===== config.mk =====
export PLATFORM = sky130hd
export DESIGN_NAME = apb_master
export DESIGN_NICKNAME = d
export VERILOG_FILES = /design/src/rtl/apb_pkg.sv /design/src/rtl/apb_wait_timer.sv /design/src/rtl/apb_master.sv
export SDC_FILE = /design/constraint.sdc
export NUM_CORES = 1
export LEC_CHECK = 0
export ABC_AREA = 1
export CORE_UTILIZATION = 35
export CTS_CLUSTER_DIAMETER = 60
export DETAILED_ROUTE_END_ITERATION = 6
export PLACE_DENSITY_LB_ADDON = 0.05
export SLEW_MARGIN = 20
export SYNTH_ARGS = -nofsm -noshare
export SYNTH_HDL_FRONTEND = slang
export SYNTH_SLANG_ARGS = --single-unit
export TNS_END_PERCENT = 20

===== constraint.sdc =====
create_clock -name pclk -period 1.1 [get_ports pclk]
set_input_delay 0.33 -clock pclk [delete_from_list [all_inputs] [get_ports pclk]]
set_output_delay 0.33 -clock pclk [all_outputs]
set_load 0.02 [all_outputs]

===== src/rtl/apb_pkg.sv =====
// apb_pkg: shared definitions for the APB requester and completer-side benches.
//   APB_ADDR_W / APB_DATA_W : default address and data widths (8 / 24)
//   apb_state_t             : transfer phase encoding IDLE / SETUP / ACCESS
package apb_pkg;

    localparam int APB_ADDR_W = 8;
    localparam int APB_DATA_W = 24;

    typedef enum logic [1:0] {
        IDLE   = 2'd0,
        SETUP  = 2'd1,
        ACCESS = 2'd2
    } apb_state_t;

endpackage


===== src/rtl/apb_wait_timer.sv =====
// apb_wait_timer: counts wait-state cycles of an APB ACCESS phase.
// Ports:
//   pclk    in   clock
//   reset   in   synchronous active-high reset
//   clear   in   zero the counter (transfer accepted, about to enter SETUP)
//   count   in   one more wait-state cycle is ending at this edge
//   expired out  high while the TIMEOUT-th wait-state cycle is in progress, so
//                the requester can abort at the edge that ends it
module apb_wait_timer #(
    parameter int TIMEOUT = 16
) (
    input  logic pclk,
    input  logic reset,
    input  logic clear,
    input  logic count,
    output logic expired
);

    localparam int CNT_W = $clog2(TIMEOUT + 1);

    logic [CNT_W-1:0] count_reg;
    logic [CNT_W-1:0] count_next;

    always_comb begin
        count_next = count_reg;
        if (clear) begin
            count_next = '0;
        end else if (count && (count_reg != CNT_W'(TIMEOUT))) begin
            // saturate so a stuck count input can never wrap around
            count_next = count_reg + CNT_W'(1);
        end
    end

    always_ff @(posedge pclk) begin
        if (reset) begin
            count_reg <= '0;
        end else begin
            count_reg <= count_next;
        end
    end

    // count_reg holds the number of wait cycles already completed; the
    // current cycle is the last one allowed when TIMEOUT-1 have gone by.
    assign expired = count && (count_reg == CNT_W'(TIMEOUT - 1));

endmodule


===== src/rtl/apb_master.sv =====
// apb_master: APB requester. Converts a valid/ready command into one
// SETUP -> ACCESS transfer and reports completion on a one-cycle rsp_valid.
// Optional feature macro: APB3_WAIT_EN (adds pready/pslverr, wait states and
// a TIMEOUT abort); without it ACCESS always lasts one cycle and rsp_err is 0.
// Ports:
//   pclk, reset                      clock, synchronous active-high reset
//   cmd_valid/cmd_ready              command handshake (ready only in IDLE)
//   cmd_write/cmd_addr/cmd_wdata     command fields, sampled at accept only
//   rsp_valid/rsp_rdata/rsp_err      completion strobe, read data, error
//   psel/penable/pwrite/paddr/pwdata APB request outputs (all registered)
//   prdata                           APB read data
//   pready/pslverr                   APB3 handshake (APB3_WAIT_EN only)
module apb_master
    import apb_pkg::*;
#(
    parameter int ADDR_W  = APB_ADDR_W,
`ifdef APB3_WAIT_EN
    parameter int TIMEOUT = 16,
`endif
    parameter int DATA_W  = APB_DATA_W
) (
    input  logic              pclk,
    input  logic              reset,
    input  logic              cmd_valid,
    output logic              cmd_ready,
    input  logic              cmd_write,
    input  logic [ADDR_W-1:0] cmd_addr,
    input  logic [DATA_W-1:0] cmd_wdata,
    output logic              psel,
    output logic              penable,
    output logic              pwrite,
    output logic [ADDR_W-1:0] paddr,
    output logic [DATA_W-1:0] pwdata,
    input  logic [DATA_W-1:0] prdata,
`ifdef APB3_WAIT_EN
    input  logic              pready,
    input  logic              pslverr,
`endif
    output logic              rsp_valid,
    output logic [DATA_W-1:0] rsp_rdata,
    output logic              rsp_err
);

    apb_state_t        state_reg,     state_next;
    logic              psel_reg,      psel_next;
    logic              penable_reg,   penable_next;
    logic              pwrite_reg,    pwrite_next;
    logic [ADDR_W-1:0] paddr_reg,     paddr_next;
    logic [DATA_W-1:0] pwdata_reg,    pwdata_next;
    logic              rsp_valid_reg, rsp_valid_next;
    logic [DATA_W-1:0] rsp_rdata_reg, rsp_rdata_next;
    logic              rsp_err_reg,   rsp_err_next;

    logic finish;
    logic fail;

`ifdef APB3_WAIT_EN
    logic timer_expired;

    apb_wait_timer #(
        .TIMEOUT (TIMEOUT)
    ) u_wait_timer (
        .pclk    (pclk),
        .reset   (reset),
        .clear   ((state_reg == IDLE) && cmd_valid),
        .count   ((state_reg == ACCESS) && !pready),
        .expired (timer_expired)
    );
`endif

    always_comb begin
        state_next     = state_reg;
        psel_next      = psel_reg;
        penable_next   = penable_reg;
        pwrite_next    = pwrite_reg;
        paddr_next     = paddr_reg;
        pwdata_next    = pwdata_reg;
        rsp_valid_next = 1'b0;
        rsp_rdata_next = rsp_rdata_reg;
        rsp_err_next   = rsp_err_reg;
        finish         = 1'b0;
        fail           = 1'b0;

        case (state_reg)
            IDLE: begin
                if (cmd_valid) begin
                    state_next  = SETUP;
                    psel_next   = 1'b1;
                    pwrite_next = cmd_write;
                    paddr_next  = cmd_addr;
                    // reads keep the previous pwdata on the bus
                    if (cmd_write) begin
                        pwdata_next = cmd_wdata;
                    end
                end
            end
            SETUP: begin
                state_next   = ACCESS;
                penable_next = 1'b1;
            end
            ACCESS: begin
`ifdef APB3_WAIT_EN
                if (pready) begin
                    finish = 1'b1;
                    fail   = pslverr;
                end else if (timer_expired) begin
                    finish = 1'b1;
                    fail   = 1'b1;
                end
`else
                finish = 1'b1;
`endif
                if (finish) begin
                    state_next     = IDLE;
                    psel_next      = 1'b0;
                    penable_next   = 1'b0;
                    rsp_valid_next = 1'b1;
                    rsp_err_next   = fail;
                    if (!pwrite_reg && !fail) begin
                        rsp_rdata_next = prdata;
                    end
                end
            end
            default: begin
                state_next   = IDLE;
                psel_next    = 1'b0;
                penable_next = 1'b0;
            end
        endcase
    end

    always_ff @(posedge pclk) begin
        if (reset) begin
            state_reg     <= IDLE;
            psel_reg      <= 1'b0;
            penable_reg   <= 1'b0;
            pwrite_reg    <= 1'b0;
            paddr_reg     <= '0;
            pwdata_reg    <= '0;
            rsp_valid_reg <= 1'b0;
            rsp_rdata_reg <= '0;
            rsp_err_reg   <= 1'b0;
        end else begin
            state_reg     <= state_next;
            psel_reg      <= psel_next;
            penable_reg   <= penable_next;
            pwrite_reg    <= pwrite_next;
            paddr_reg     <= paddr_next;
            pwdata_reg    <= pwdata_next;
            rsp_valid_reg <= rsp_valid_next;
            rsp_rdata_reg <= rsp_rdata_next;
            rsp_err_reg   <= rsp_err_next;
        end
    end

    assign cmd_ready = (state_reg == IDLE);
    assign psel      = psel_reg;
    assign penable   = penable_reg;
    assign pwrite    = pwrite_reg;
    assign paddr     = paddr_reg;
    assign pwdata    = pwdata_reg;
    assign rsp_valid = rsp_valid_reg;
    assign rsp_rdata = rsp_rdata_reg;
    assign rsp_err   = rsp_err_reg;

endmodule


==> results.md <==
* Status: finished with violations
* Violated checks: negative setup slack
* Nets at 609
* Routability cong. at 0.741
* Syn. warnings at 0
* CTS tree: done
* Seq cells post-synth at 62
* Die width at ~90 um
* Max VDD drop at about 0.90 mV
* Antenna diode count at 0
* Final worst setup slack at -0.204 ns
* Critical Path End Type: output port
* Sum Neg Setup Slack at -5.98 ns
* Power Dens Cells at 1260 nW/um2
* CP Cell Sequence: nor2_4 -> buf_6
* Total vias in the final route at 2797
* Final Max Tran Viols at 0
* Pin count of the biggest net entering global routing at 27
* Post-DR wirelength/cell at 11.1 um
* Synth area leaders: dfxtp_1 (46%), inv_1 (14%), nand2_1 (14%)
* Synth top area share at between 40% and 50%
* Initial DRT Pass Iterations at 5
* Final setup vio count at between 100 and 150
* Metal3 WL at about 570 um
* Final worst-path cycle share at 119%
* Pre-CTS WS at -0.477 ns
* Filler instances at 653
* Synth cell types at 17
* Leak at 2.41 nW
* Seq/Total Area, Yosys at 46.1%
* Routed wl met2 at 3700 um
* Final cell utilization of the core at between 60% and 70%
* Wl on met1 at between 2000 and 3000 um
* Crit path largest cell delay at 0.34 ns
* Die height at 89.7 um
* Hold_buf cts at 0
* Number of remaining DRC errors at 0
* RSZ-0062 raised after global routing: true
* Top routing layer used: met4
* Layout overhead on the synthesized area at 76.8%
* Leading cell type in the layout, fill and taps excluded: inv_1
* Cell taking the most area after synthesis: dfxtp_1
* Slowest stage cell, crit path: dfxtp_2
* Total congestion overflow at 0
* CP Buf/Inv Count at 1
* Peak fanout along the critical path at 3
* Clock Tree Buf Depth at 2
* DP HPWL at around 4700 um
* Clk sinks at 62
* Cell family with most CP delay: flip-flops
* Worst Setup Path Type: register to output port
* Hold Path Class: register to register
* Startpoint types: register
* Minimum period implied by the final worst setup slack at approximately 1.3 ns
* Clk pin slew, worst setup/hold paths at 0.07 ns
* Crit path required time at 0.77 ns
* FF-to-FF setup slack at -0.15 ns
* Total core area at 7330 um2
* First-pass GRT wire length at ~10000 um
* ANT nets after route at 0
* Avg Cell Area, Syn at 6.47 um2
* PortBufs at 120
* Commonest cells after routing, fill and taps aside: inv_1 (82), nor2_1 (81), nand2_1 (77)
* Fin. Hold Viols at 0
* CTS buffer count at 9
* Skew-Pair Late Insertion Delay at 0.33 ns
* Vias per std cell at 4.28
* Initial antenna violation count at 0
* Max-cap violation count at 0
* Layout cells sized above 1 at 39.4%
* Syn Nets at between 400 and 500
* H-tree depth at 3
* Initial Util at around 37%
* I/O Pins at between 100 and 150
* Root Buffer: clkbuf_8
* Gate Count Post-Synth at 416
* Drt total wl at 7260 um
* Die area at 8040 um2
* Clock Skews at 0.00801 ns
* Initial drt markers at 57
* GRT Total Usage at 17.0%
* Vias in the first global route at 2319
* Cell Rows at 31
* Data arrival time of the worst path at 0.97 ns
* Mapped Area at between 2000 and 3000 um2
* Achievable Freq at 767 MHz
## per-stage QoR
step / power (mW) / cell area [um2] / cells / hold WS [ns]
CTS: 5.87 / 4450 / 646 / 0.456
floorplan: 3.08 / 2690 / 416 / 0.392
global route: 6.31 / 4760 / 653 / 0.472
finish: 6.02 / 4760 / 653 / 0.453
global placement: 3.68 / 4080 / 630 / 0.437
detailed placement: 3.70 / 4080 / 630 / 0.439
## timing repair
action	CTS	global route
endpoints found under the setup margin	120	120
pin swaps	1	29
gates cloned	0	4
buffers inserted	0	3
gates resized for setup	432	84
## metal layers
layer  GRT usage, %  vias up
met3           7.59       10
met4           5.48        0
li1               -     1461
met1           18.9     1235
met5              0        -
met2           29.1       91
## final cells by class
cell class,instances,area [um2],area share [%]
clock inverters,4,55.1,1.16
multi-input cells,230,1130,23.8
well taps,99,124,2.60
inverters,101,387,8.12
flip-flops and latches,62,1320,27.7
clock buffers,12,155,3.26
repair buffers,145,1590,33.4
## tightest hold or removal path: cells and delay by family (launching register included)
kind                   cells  cell delay [ns]
flip-flops                 1             0.32
AO/OA/AOI/OAI              1             0.05
buffers and inverters      1             0.04
## cells in the mapped netlist
cell type  number
buf_4           4
dfxtp_1        62
nand3b_1        1
nand3_1         1
nor2_1         90
buf_2          10
nor3_1          1
o21ai_0         9
a21oi_1         2
clkbuf_1        8
inv_1         101
nor2_4          1
buf_1           1
nand3_2         1
conb_1          1
nand2_1        99
nand4_1        24
## path summary, 6_finish.rpt
path,from,end,cells after the start
worst max-delay path,state_reg[0]$_SDFFE_PP0P_,cmd_ready,2
worst min-delay path,penable$_SDFFE_PP0P_,penable$_SDFFE_PP0P_,2
worst max register to register,state_reg[0]$_SDFFE_PP0P_,pwdata[2]$_SDFFE_PP0P_,7
worst min register to register,penable$_SDFFE_PP0P_,penable$_SDFFE_PP0P_,2
## cell families after synthesis
logic type,after synthesis,synth area share [%]
simple gates,218,33.4
buf+inv,124,18.3
flops,62,46.1
compound gates,11,2.05
other cells,1,0.139
## power by group
group	switching (mW)	leakage, nW	internal, mW
Clock	0.898	0.103	1.18
Combinational	0.689	1.77	0.738
Sequential	0.0964	0.533	2.41
No activity file was read; power rests on OpenSTA's default activity.
